$ cat config.mk
export PLATFORM = sky130hd
export DESIGN_NAME = pc_stack_unit
export DESIGN_NICKNAME = d
export VERILOG_FILES = /design/src/rtl/pc_stack_unit.sv
export SDC_FILE = /design/constraint.sdc
export NUM_CORES = 1
export LEC_CHECK = 0
export ABC_CLOCK_PERIOD_IN_PS = 2630
export CORE_MARGIN = 3
export CORE_UTILIZATION = 53
export CTS_BUF_LIST = sky130_fd_sc_hd__clkbuf_2
export CTS_CLUSTER_SIZE = 12
export DETAILED_ROUTE_END_ITERATION = 10
export GPL_ROUTABILITY_DRIVEN = 1
export PLACE_DENSITY_LB_ADDON = 0.1
export SLEW_MARGIN = 5
export SYNTH_ARGS = -nofsm -noshare
export SYNTH_HDL_FRONTEND = slang
export SYNTH_SLANG_ARGS = --single-unit
$ cat constraint.sdc
create_clock -name clock -period 2.63 [get_ports clock]
set_input_delay 0.3945 -clock clock [delete_from_list [all_inputs] [get_ports clock]]
set_output_delay 0.3945 -clock clock [all_outputs]
set_load 0.005 [all_outputs]
$ cat src/rtl/pc_stack_unit.sv
`default_nettype none
// ==========================================================================
// pc_stack_unit : PC sequencer with operand-byte FSM and circular return stack
// Revision 1.0
// ==========================================================================
module pc_stack_unit #(
  parameter int unsigned         ADDR_W      = 16,
  parameter int unsigned         STACK_DEPTH = 4,
  parameter logic [ADDR_W-1:0]   RESET_PC    = ADDR_W'(16'h0000),
  parameter logic [ADDR_W-1:0]   RST_BASE    = ADDR_W'(16'h0000),
  parameter logic [ADDR_W-1:0]   INT_BASE    = ADDR_W'(16'h0040)
) (
  input  logic                                   clock,
  input  logic                                   reset,
  input  logic                                   op_valid,
  input  logic [2:0]                             op,
  input  logic                                   cond_ok,
  input  logic [2:0]                             vec_idx,
  input  logic [ADDR_W-1:0]                      reg_file_in,
  input  logic [7:0]                             data_bus,
  input  logic                                   data_valid,
  output logic [ADDR_W-1:0]                      pc,
  output logic                                   busy,
  output logic [ADDR_W-1:0]                      ret_addr,
  output logic [$clog2(STACK_DEPTH+1)-1:0]       stack_count,
  output logic                                   stack_err
);

  localparam int unsigned CNT_W = $clog2(STACK_DEPTH + 1);
  localparam int unsigned PTR_W = $clog2(STACK_DEPTH);

  localparam logic [2:0] OP_INCR  = 3'd0;
  localparam logic [2:0] OP_JP    = 3'd1;
  localparam logic [2:0] OP_JR    = 3'd2;
  localparam logic [2:0] OP_CALL  = 3'd3;
  localparam logic [2:0] OP_RET   = 3'd4;
  localparam logic [2:0] OP_RST   = 3'd5;
  localparam logic [2:0] OP_INT   = 3'd6;
  localparam logic [2:0] OP_LDREG = 3'd7;

  typedef enum logic [1:0] {
    IDLE    = 2'd0,
    WAIT_LO = 2'd1,
    WAIT_HI = 2'd2
  } state_t;

  state_t              state_q, state_d;
  logic [ADDR_W-1:0]   pc_q, pc_d;
  logic [2:0]          op_q, op_d;
  logic                taken_q, taken_d;
  logic [7:0]          lo_q, lo_d;
  logic                busy_q, busy_d;
  logic [ADDR_W-1:0]   stack_q [STACK_DEPTH];
  logic [ADDR_W-1:0]   stack_d [STACK_DEPTH];
  logic [PTR_W-1:0]    tos_q, tos_d;
  logic [CNT_W-1:0]    count_q, count_d;
  logic                err_q, err_d;

  logic                push, pop;
  logic [ADDR_W-1:0]   push_val;
  logic [ADDR_W-1:0]   pc_inc, vec_off, top;
  logic [PTR_W-1:0]    ptr_next, ptr_prev;

  assign pc_inc   = pc_q + ADDR_W'(1);
  assign vec_off  = {{(ADDR_W-6){1'b0}}, vec_idx, 3'b000};
  assign top      = stack_q[tos_q];
  assign ptr_next = (tos_q == PTR_W'(STACK_DEPTH-1)) ? '0 : tos_q + PTR_W'(1);
  assign ptr_prev = (tos_q == '0) ? PTR_W'(STACK_DEPTH-1) : tos_q - PTR_W'(1);

  always_comb begin
    state_d  = state_q;
    pc_d     = pc_q;
    op_d     = op_q;
    taken_d  = taken_q;
    lo_d     = lo_q;
    stack_d  = stack_q;
    tos_d    = tos_q;
    count_d  = count_q;
    err_d    = err_q;
    push     = 1'b0;
    pop      = 1'b0;
    push_val = pc_q;

    unique case (state_q)
      IDLE: begin
        if (op_valid) begin
          unique case (op)
            OP_INCR:  pc_d = pc_inc;
            OP_JP, OP_JR, OP_CALL: begin
              op_d    = op;
              taken_d = cond_ok;
              state_d = WAIT_LO;
            end
            OP_RET: begin
              if (cond_ok) begin
                if (count_q != '0) begin
                  pop  = 1'b1;
                  pc_d = top;
                end else begin
                  err_d = 1'b1;
                end
              end
            end
            OP_RST: begin
              push = 1'b1;
              pc_d = RST_BASE + vec_off;
            end
            OP_INT: begin
              push = 1'b1;
              pc_d = INT_BASE + vec_off;
            end
            OP_LDREG: pc_d = reg_file_in;
            default: ;
          endcase
        end
      end
      WAIT_LO: begin
        if (data_valid) begin
          if (op_q == OP_JR) begin
            pc_d    = taken_q ? pc_inc + {{(ADDR_W-8){data_bus[7]}}, data_bus} : pc_inc;
            state_d = IDLE;
          end else begin
            lo_d    = data_bus;
            pc_d    = pc_inc;
            state_d = WAIT_HI;
          end
        end
      end
      WAIT_HI: begin
        if (data_valid) begin
          state_d = IDLE;
          if (taken_q) begin
            pc_d = {{(ADDR_W-16){1'b0}}, data_bus, lo_q};
            if (op_q == OP_CALL) begin
              push     = 1'b1;
              push_val = pc_inc;
            end
          end else begin
            pc_d = pc_inc;
          end
        end
      end
      default: state_d = IDLE;
    endcase

    // A push onto a full stack overwrites the oldest slot as tos wraps onto it.
    if (push) begin
      stack_d[ptr_next] = push_val;
      tos_d             = ptr_next;
      if (count_q == CNT_W'(STACK_DEPTH)) err_d = 1'b1;
      else                                count_d = count_q + CNT_W'(1);
    end else if (pop) begin
      tos_d   = ptr_prev;
      count_d = count_q - CNT_W'(1);
    end

    busy_d = (state_d != IDLE);
  end

  always_ff @(posedge clock) begin
    if (reset) begin
      state_q <= IDLE;
      pc_q    <= RESET_PC;
      op_q    <= OP_INCR;
      taken_q <= 1'b0;
      lo_q    <= 8'h00;
      busy_q  <= 1'b0;
      tos_q   <= PTR_W'(STACK_DEPTH-1);
      count_q <= '0;
      err_q   <= 1'b0;
      for (int i = 0; i < int'(STACK_DEPTH); i++) stack_q[i] <= '0;
    end else begin
      state_q <= state_d;
      pc_q    <= pc_d;
      op_q    <= op_d;
      taken_q <= taken_d;
      lo_q    <= lo_d;
      busy_q  <= busy_d;
      tos_q   <= tos_d;
      count_q <= count_d;
      err_q   <= err_d;
      stack_q <= stack_d;
    end
  end

  assign pc          = pc_q;
  assign busy        = busy_q;
  assign ret_addr    = (count_q == '0) ? '0 : top;
  assign stack_count = count_q;
  assign stack_err   = err_q;

endmodule
`default_nettype wire
### After elaboration in Yosys (flattened, before gate mapping)

Index checks and enable logic that the tools add are counted.

* bits in registers: 101
* input bits: 35
* output and inout port bits: 37
* logic and storage cells: 113

* $add $sub $neg: 7
* order comparisons: 3
* eq/ne operators: 20
* mux-type cells: 52
* bitwise gates (word level): 3
* reductions and logical operators: 15

Operator list (count)
* $mux 16: 16
* $pmux 16 s5: 1
* $bwmux 64: 1
* $pmux 16 s3: 1
* $bmux 16 s2: 1
* $demux 16 s2: 1
* $mux 2: 9
* $mux 1: 17
* $add 16x1->16 const B: 1
* $add 16x16->16: 1
* $eq 3x3->1 const B: 5
* $eq 3x2->1 const B: 4
* $mux 3: 3
* $add 7x6->8 const A: 1
* $ne 2x2->1 const B: 4
* $reduce_and 7->1: 1
* $ge 3x3->1 const B: 2
* $logic_not 3->1: 2
* $ne 3x3->1 const B: 2
* $ne 6x1->1 const B: 1
* $not 2->3: 2
* $pmux 2 s3: 1
* $reduce_and 3->1: 2
* $reduce_bool 3->1: 2
* 16 further kinds: 19

### Logic depth before layout (Yosys ltp)

* depth after elaboration: 9
* gate-level depth with buffers: 14
* mapped depth without buffers: 13

### Worst setup path before layout

OpenSTA, ideal clock, no wires.

* kind: reg2reg
* start point: register pc_q[0], in the netlist pc[0]
* end point: register pc_q[10], in the netlist pc[10]
* library setup time: 0.112 ns
* arrival: 2.787 ns
* required time: 2.518 ns
* setup slack: -0.269 ns
* cell stages (with the launch flop): 13
* buffers on the path: 1
* clock period less this slack: 2.899 ns
* path through: dfxtp_1 clkbuf_2 nand3_2 nand2b_1 xnor2_1 ha_1 a21o_1 a21o_1 or3_1 a21oi_1 xnor2_1 a221oi_2 a2111oi_1

* cells in the longest elaborated chain, start to end: 6
* elaborated cells between the ends (all ways): 10
* classes of those cells: 2 x add/sub; 8 x mux

RTL lines
* start, declared: RTL line 48 `logic [ADDR_W-1:0] pc_q, pc_d;`
* start signal, assigned: RTL line 174 `pc_q <= pc_d;`
* $add 16x1->16 (*): RTL line 64 `assign pc_inc = pc_q + ADDR_W'(1);`
* $add 16x16->16: RTL line 120 `pc_d = taken_q ? pc_inc + {{(ADDR_W-8){data_bus[7]}}, data_bus} : pc_inc;`
* $mux 16: RTL line 120
* $mux 16: RTL line 119 `if (op_q == OP_JR) begin`
* $mux 16: RTL line 118 `if (data_valid) begin`
* $pmux 16 s3 (*): RTL line 84 `unique case (state_q)`

Every way passes the cells marked *; elsewhere a longest branch is shown, timed or not. The select of a mux whose other input is x is not followed.
A chain may end at the register's enable or synchronous reset.

### Final worst setup path

* start point: register pc_q[2], in the netlist pc[2]
* end point: register pc_q[15], in the netlist pc[15]

The elaborated chain is that of the path after synthesis.

==> results by group <==
Cells and area
  – Area grow syn2layout: 35.7%
  – Filler cell count: 968
  – Nets@finish: 1,016
  – Fraction of layout cells with a size suffix above 1: 0.302
  – Post-Layout Cell Count: 1,123
  – # diodes: 0
  – Post-route cell area: 0.00904 mm²

Worst setup path
  – Worst setup path class: flip-flop to flip-flop
  – CP Cell Sequence: nand3_4, buf_4, xor2_2, inv_1, ha_4, o211ai_1, o21a_2, a211oi_4, o211ai_1, buf_4, mux2i_1, nand3b_1, a31oi_1
  – Critical path fanouts, max: 4
  – CP Launch Type: flip-flop
  – CP endpoint kind: flip-flop
  – Required @ worst endpoint: 3.24 ns
  – R2R Path Start: pc[2]$_SDFFE_PP0P_
  – CP max stage delay: 0.46 ns
  – Minimum setup slack among reg-to-reg paths: -0.17 ns
  – CP max stage cell: dfxtp_4
  – Levels on crit path: 13
  – Reg2Reg Depth: 13
  – Delay-heaviest family, CP: compound AO/OA/AOI/OAI gates
  – Worst EP arrival: 3.40 ns
  – Buf/Inv on CP: 3
  – Worst r2r dst: pc[15]$_SDFFE_PP0P_

GRT
  – Vias in the first global route: 6,982
  – Initial antenna violation count: 0
  – Global-route wire length before repair: 36,200 µm
  – Grt ovf: 0
  – Gr usage total: 0.320
  – Largest net degree at the start of global routing: 82

STA
  – Worst Skew: 0.0395 ns
  – Final worst setup slack: -0.166 ns
  – Slew Viols, Final: 0
  – Worst-Margin Slew: 0.512 ns
  – Final hold vios: 0
  – Tmin final: 2.80 ns
  – Final setup viols: 8
  – Final period util: 1.06
  – Unrepaired setup endpoints after global routing: yes
  – Slew margin rel.: 0.658
  – Setup TNS: -0.706 ns
  – Peak Freq: 0.358 GHz

Power
  – P_int: 0.00254 W
  – Seq pwr share: 0.418
  – Switching power of the nets: 0.00151 W
  – Clk pwr share: 0.204
  – Total Power: 0.00405 W
  – Max IR drop VDD: 338 µV
  – Total power divided by cell area: 447 mW/mm²
  – Switch share: 0.373
  – Logic pwr share: 0.378
  – Leakage: 3.47 nW

Clocking
  – Skew-Pair Late Insertion Delay: 0.65 ns
  – Num CTS Buffers: 9
  – H-Tree Depth: 3
  – CTS clk-pin slew, worst paths: 0.33 ns
  – Root Driver: clkbuf_2
  – CTS tree: yes
  – Clock sink total: 101
  – Clk buf depth: 2

Synth
  – Yosys warnings: 0
  – Top cells by count, synth: nor2_1 (121), dfxtp_1 (101), a211oi_1 (74), nand2_1 (43), clkbuf_1 (37)
  – Syn_area_per_cell: 8.46 µm²
  – Async set-reset flop share out of synthesis: 0
  – Post-synth top flop: dfxtp_1
  – Synthesized netlist net count: 854
  – Sequential area share after synthesis: 0.303
  – Post-Syn Instances: 788
  – Post-synthesis cell type count: 69
  – Number of synthesized flops with an enable pin: 0
  – Post-synthesis register bit count: 101
  – Dominant cell type by area after synthesis: dfxtp_1
  – Most area-consuming cells after synthesis: dfxtp_1 (30%), a211oi_1 (8.3%), nor2_1 (6.8%)
  – Mapped cell area: 0.00666 mm²
  – Share of the synthesized area in the top cell type: 0.303
  – Count leader, synth: nor2_1

Flow run
  – Max_cap viols: 0

Placed design
  – Number of port buffers: 71
  – Cell Area, Placed: 0.00833 mm²
  – Placer Congestion: 0.932
  – Dpl cells: 1,075
  – Place WS: -0.380 ns
  – Post-DP HPWL: 16,100 µm

Floorplanning
  – Die Y-Extent: 118 µm
  – IO Pins: 72
  – Die W: 118 µm
  – Die area: 0.0140 mm²
  – Starting Density: 0.548
  – Row cnt: 40
  – Core Region: 0.0122 mm²

Detailed routing
  – Vias: 6,846
  – DR pass1 iterations: 5
  – DRC: 0
  – Post-route ant nets: 0
  – Vias/cell: 6.10
  – Drt initial violations: 508
  – DR WL/cell: 20.0 µm
  – Post-Route WL: 22,400 µm

Outcome
  – Outcome: finished, violations left
  – Failing checks: negative setup slack

Worst hold path
  – HP Class: primary input to flip-flop
  – Hold Path End: op_q[1]$_SDFFE_PP0P_
  – Hold Startpoint: reset
  – Hold Path Depth: 2
power groups by stage:
stage | combinational (W) | sequential, W | clock, W
2_1_floorplan | 0.000749 | 0.00170 | 0
3_3_place_gp | 0.00129 | 0.00170 | 0
3_5_place_dp | 0.00132 | 0.00171 | 0
4_1_cts | 0.00142 | 0.00169 | 0.000829
5_1_grt | 0.00165 | 0.00170 | 0.000904
6_report | 0.00153 | 0.00169 | 0.000824
flip-flops by register name (all words and copies together), names as in the netlist:
name / count
busy: 1
lo_q: 8
op_q: 3
pc: 16
stack_count: 3
stack_err: 1
stack_q: 64
state_q: 2
taken_q: 1
tos_q: 2
worst reg2reg max path: stages, from the launching register on:
cell and delay, ns:
dfxtp_4 0.46, nand3_4 0.11, buf_4 0.16, xor2_2 0.23, inv_1 0.11, ha_4 0.30
o211ai_1 0.10, o21a_2 0.26, a211oi_4 0.33, o211ai_1 0.12, buf_4 0.16, mux2i_1 0.11
nand3b_1 0.16, a31oi_1 0.19
logic make-up after synthesis:
family,after synthesis,synth area share
simple gates,263,0.190
compound gates,228,0.244
flops,101,0.303
buf+inv,88,0.0593
mux,40,0.0909
xor+xnor,37,0.0520
fa+ha+maj,31,0.0605
final cells by class:
type / count / area [µm²] / share of cell area
Multi-Input combinational cell: 599 / 4710 / 0.521
Clock buffer: 9 / 45.0 / 0.00498
Timing Repair Buffer: 219 / 1860 / 0.206
Tap cell: 168 / 210 / 0.0232
Inverter: 20 / 77.6 / 0.00858
Clock inverter: 7 / 88.8 / 0.00983
Sequential cell: 101 / 2040 / 0.226
cell usage in the layout (no fill, tap or decap), types with 15 or more instances in the layout:
master and instances:
clkdlybuf4s50_1 54, dfxtp_1 94, inv_1 17, a211oi_1 71, nand2b_1 15, mux2i_1 20
mux4_2 16, xor2_1 15, nor2_1 117, a21oi_1 29, ha_1 20, nand2_1 41
buf_4 133, o21ai_0 30
per-layer routing:
metal / part of all wire / GRT usage / vias to the layer above / wire length, µm
met5: 0 / 0 / - / 0
met4: 0.023 / 0.106 / 0 / 520
met3: 0.068 / 0.0622 / 46 / 1530
met2: 0.47 / 0.526 / 297 / 10700
met1: 0.43 / 0.424 / 3305 / 9720
li1: - / - / 3198 / -
stage by stage:
step | hold slack (ns) | util
3_3_place_gp | 0.454 | 0.685
2_1_floorplan | 0.451 | -
4_1_cts | 0.120 | 0.725
3_5_place_dp | 0.475 | 0.685
6_report | 0.164 | 0.743
5_1_grt | 0.114 | 0.743
repair_timing:
action / in CTS / in global routing
setup buffers: 22 / 12
endpoints found under the setup margin: 24 / 28
resized for setup: 91 / 56
hold buffers: 0 / 0
gates cloned: 2 / 0
pin swaps: 20 / 31
hold endpoints to repair: 0 / 0
worst max-delay path by stage:
stage	startpoint	to	slack [ns]
floorplan	pc[1]$_SDFFE_PP0P_	pc[10]$_SDFFE_PP0P_	-0.04
global placement	data_bus[0]	pc[12]$_SDFFE_PP0P_	-0.34
detailed placement	data_bus[0]	pc[12]$_SDFFE_PP0P_	-0.38
CTS	pc[0]$_SDFFE_PP0P_	pc[10]$_SDFFE_PP0P_	-0.15
global route	pc[0]$_SDFFE_PP0P_	pc[15]$_SDFFE_PP0P_	-0.31
finish	pc[2]$_SDFFE_PP0P_	pc[15]$_SDFFE_PP0P_	-0.17
Power figures use the tool's default switching activity.
==> RTL change 1, RTL diff (same settings) <==
Set the parameter `STACK_DEPTH` to 2 (it was 4).
--- a/src/rtl/pc_stack_unit.sv
+++ b/src/rtl/pc_stack_unit.sv
@@ -5,7 +5,7 @@
 // ==========================================================================
 module pc_stack_unit #(
   parameter int unsigned         ADDR_W      = 16,
-  parameter int unsigned         STACK_DEPTH = 4,
+  parameter int unsigned         STACK_DEPTH = 2,
   parameter logic [ADDR_W-1:0]   RESET_PC    = ADDR_W'(16'h0000),
   parameter logic [ADDR_W-1:0]   RST_BASE    = ADDR_W'(16'h0000),
   parameter logic [ADDR_W-1:0]   INT_BASE    = ADDR_W'(16'h0040)
Interface: changed (resized stack_count); port bits go from 72 to 71. The function was not compared with the original's and may differ.
==> RTL change 1 against the original RTL <==
- the run still ends with negative setup slack left
- total power down 20%
- synthesized area decreased by 24%
- first-iteration DRC count is 11% lower
- global-route usage down 0.86 points
- worst setup slack lost 20 ps
- design area decreased by 20%
- hold slack gained 100 ps
- sequential cell count fell by 34
- routed wire length decreased by 22%
- critical path type unchanged
- critical endpoint unchanged
==> RTL change 1: results (changes against the original RTL) <==
- The flow ran to the end, but the final reports show violations.
- The checks that failed: negative setup slack.
- The synthesized area per cell is 7.769 um2 (-8.1%).
- The post-route total power was 3.217 mW (-20%).
- The flip-flop count of the largest register after layout is 32 (-50%).
- The total wire length is 17430 um (-22%).
- The number of global-route vias before repair is 5304 (-24%).
- The placed instance area is 6660 um2 (-20%).
- The final-stage net count was 866 (-15%).
- The relative area of non-clock buffer cells in the final design was 0.2292 (+0.02300).
- The number of logic inverters in the finished layout is 15 (-25%).
- The placer's final routability congestion estimate is 0.9272 (-0.50%).
- The cell count after placement is 914 (-15%).
- The number of port buffers was 70 (-1.4%).
- The number of nets in the synthesized netlist is 710 (-17%).
- The clock-pin slew reported for the worst setup and hold paths after clock tree synthesis is 190 ps (-140 ps).
- The combined flip-flop and latch cell area is 1369 um2 (-33%).
- The synthesized flop and latch total is 67 (-34%).
- In the synthesized netlist, the cells that appear most often are nor2_1, dfxtp_1, a211oi_1.
- The final setup skew is 35.41 ps (-4.063 ps).
- The combinational power is 1.35 mW (-12%).
- The detail-routed via count per cell is 6.007 (-1.5%).
- The clock network latency to the later pin of the worst-skew pair is 530 ps (-120 ps).
- The total of endpoints with negative setup slack in the final report is 5 (-3).
- The slack of the critical path is -185.5 ps (-19.72 ps).
- The net load switching power is 1.159 mW (-23%).
- The fraction of area in multi-input gates came to 0.5321 (+0.01090).
- After synthesis, the cell types taking the most area are dfxtp_1, nor2_1, a211oi_1, mux2i_1, ha_1.
- The sequential fraction of the synthesis area is 0.2652 (-0.03820).
- The clock buffer and inverter area fraction after layout came to 0.01890 (+0.004090).
- The compound-cell area share of the yosys netlist is 0.2583 (+0.01458).
- The count of multi-input combinational gates came to 520 (-13%).
- The cell leakage power is 2.905 nW (-16%).
- The proportion of layout cells with a drive suffix above 1 came to 0.2599 (-0.04172).
- The multiplexer fraction of the synthesized cell area was 0.07026 (-0.02061).
- The number of violations reported at the end of detailed-routing iteration 0 is 454 (-11%).
- The first-pass GRT wire length is 27430 um (-24%).
- The synthesized-area fraction occupied by xor and xnor cells was 0.07373 (+0.02172).
- The worst slack at placement is -361.0 ps (+19.33 ps).
- The total of plain and repair buffers excluding clock buffers came to 194 (-11%).
- The fraction of the mapped netlist area in adder cells is 0.06086 (+0.0004028).
- The total via count after detailed routing is 5653 (-17%).
- The setup TNS came to -398.6 ps (+307.8 ps).
- The total track usage is 0.3117 (-0.008624).
- The async set or reset register ratio after synthesis was 0 (unchanged).
- The filler cell count is 677 (-30%).
[RTL change 1: per-layer routing]
metal	routed length [um]	share of wire	global-route usage
met2	8249	0.47	0.5150
met3	1175	0.067	0.04673
met5	0	0	0
met1	7493	0.43	0.4228
met4	510	0.029	0.09117
[RTL change 1: repair_timing]
| action | in CTS | in global routing |
|---|---|---|
| resized for setup | 35 | 30 |
| setup buffers | 6 | 5 |
| pin swaps | 12 | 30 |
| endpoints found under the setup margin | 22 | 37 |
| hold buffers | 0 | 0 |
[RTL change 1: path summary, 6_finish.rpt]
check	startpoint	end	slack, ps	cells after the start
worst max-delay path	pc[5]$_SDFFE_PP0P_	pc[15]$_SDFFE_PP0P_	-190	10
worst min-delay path	reset	lo_q[6]$_SDFFE_PP0P_	260	2
worst max register to register	pc[5]$_SDFFE_PP0P_	pc[15]$_SDFFE_PP0P_	-190	10
worst min register to register	stack_q[30]$_SDFFE_PP0P_	stack_q[30]$_SDFFE_PP0P_	510	2
==> RTL change 2, RTL diff (same settings) <==
Made on the original files. Encoding of `state_t`: now one-hot (3 bits for 3 states).
--- a/src/rtl/pc_stack_unit.sv
+++ b/src/rtl/pc_stack_unit.sv
@@ -38,10 +38,10 @@
   localparam logic [2:0] OP_INT   = 3'd6;
   localparam logic [2:0] OP_LDREG = 3'd7;
 
-  typedef enum logic [1:0] {
-    IDLE    = 2'd0,
-    WAIT_LO = 2'd1,
-    WAIT_HI = 2'd2
+  typedef enum logic [2:0] {
+    IDLE    = 3'b001,
+    WAIT_LO = 3'b010,
+    WAIT_HI = 3'b100
   } state_t;
 
   state_t              state_q, state_d;
Check against the original RTL: no difference found for any inputs over 4 cycles, from zero or initial values and one cycle with reset high; so few cycles prove little.
==> RTL change 2 against the original RTL <==
- the flow still finishes with violations (negative setup slack)
- clock skew increased by 7.5 ps
- maximum frequency grew 4.1%
- total power shrank 3.0%
- synthesized area fell by 2.4%
- routed wire length fell by 2.5%
- global-route usage down 0.30 points
- worst setup slack gained 110 ps
- design area fell by 2.5%
- sequential cell count up 1
- largest cell class unchanged
==> RTL change 2: results (changes against the original RTL) <==
- The flow ran to the end, but the final reports show violations.
- The final reports fail on negative setup slack.
- The synthesized netlist cell count was 742 (-5.8%).
- The placer's final routability congestion estimate was 0.9911 (+6.4%).
- The synthesized-area fraction occupied by xor and xnor cells is 0.05658 (+0.004573).
- The cell leakage power is 3.390 nW (-2.3%).
- The post-cts resize count came to 77 (-15%).
- The number of violations reported at the end of detailed-routing iteration 0 is 653 (+29%).
- The total wire length is 21870 um (-2.5%).
- The worst-case vdd ir drop is 460.1 uV (+36%).
- The clock network latency to the later pin of the worst-skew pair is 670 ps (+20 ps).
- The cell count after placement is 1005 (-6.5%).
- The setup TNS was -66.02 ps (+640.4 ps).
- The number of nets in the synthesized netlist is 804 (-5.9%).
- On the critical path the largest part of the delay comes from simple AND/OR/NAND/NOR gates.
- The detail-routed via count per cell was 6.233 (+2.2%).
- The fraction of the mapped netlist area in adder cells was 0.05427 (-0.006186).
- The final-stage net count was 967 (-4.8%).
- The net load switching power came to 1.438 mW (-4.6%).
- The number of unique standard cell types used by synthesis is 74 (+7.2%).
- The slack of the critical path was -55.38 ps (+110.4 ps).
- The transition time of the tightest slew-check pin is 1025 ps (+513.0 ps).
- The number of cells in the finished layout apart from fillers came to 1053 (-6.2%).
- The slowest cell on the critical path is dfxtp_2.
- The pin count of the biggest net entering global routing is 71 (-13%).
- The HPWL reported at the end of detailed placement is 15730 um (-2.0%).
- The total of endpoints with negative setup slack in the final report was 2 (-6).
- The placed instance area is 7990 um2 (-4.1%).
- The sequential power share is 0.429 (+0.011).
- The final setup skew is 47.00 ps (+7.528 ps).
- The peak fanout along the critical path is 3 (-1).
- The multiplexer fraction of the synthesized cell area is 0.08641 (-0.004462).
- The number of global-route vias before repair is 6224 (-11%).
- The first-pass GRT wire length is 33210 um (-8.2%).
- The worst slack at placement came to -385.8 ps (-5.456 ps).
- The sequential fraction of the synthesis area is 0.3141 (+0.01067).
- The clock-pin slew reported for the worst setup and hold paths after clock tree synthesis is 370 ps (+40 ps).
- The critical path arrival is 3320 ps (-80 ps).
- The total track usage is 0.3173 (-0.002998).
- The proportion of layout cells with a drive suffix above 1 is 0.3088 (+0.007221).
- Summed over all sequential cells, the power is roughly 1.7 mW.
- The number of setup buffers added after CTS was 20 (-9.1%).
- Counting instances in the post-synthesis netlist gives the leading cell types as nor2_1, dfxtp_1, a211oi_1.
- The clock distribution power came to 0.821 mW (about the same).
- In the post-synthesis netlist, the biggest area contributors are dfxtp_1, a211oi_1, nor2_1, mux4_2, ha_1.
## RTL change 2: layer usage
layer  vias to the layer above  track usage  share of wire
met5                         -            0              0
met4                         0       0.1139          0.029
met3                        52      0.06580          0.079
met2                       280       0.5006           0.47
met1                      3151       0.4314           0.42
li1                       3080            -              -
## RTL change 2: layout make-up
type / count / area, um2
clock buffer: 9 / 45.04
clock inverter: 7 / 86.33
fill: 821 / 2893
inverter: 11 / 41.29
multi-input combinational: 568 / 4537
sequential: 102 / 2062
tap: 143 / 178.9
timing repair buffer: 213 / 1868
## RTL change 2: final timing paths
check / start / end / slack (ps) / depth (start not counted)
setup reg to reg: pc[10]$_SDFFE_PP0P_ / pc[15]$_SDFFE_PP0P_ / -60 / 11
setup / recovery: pc[10]$_SDFFE_PP0P_ / pc[15]$_SDFFE_PP0P_ / -60 / 11
hold reg to reg: stack_q[27]$_SDFFE_PP0P_ / stack_q[27]$_SDFFE_PP0P_ / 520 / 2
hold / removal: reset / pc[15]$_SDFFE_PP0P_ / 120 / 2
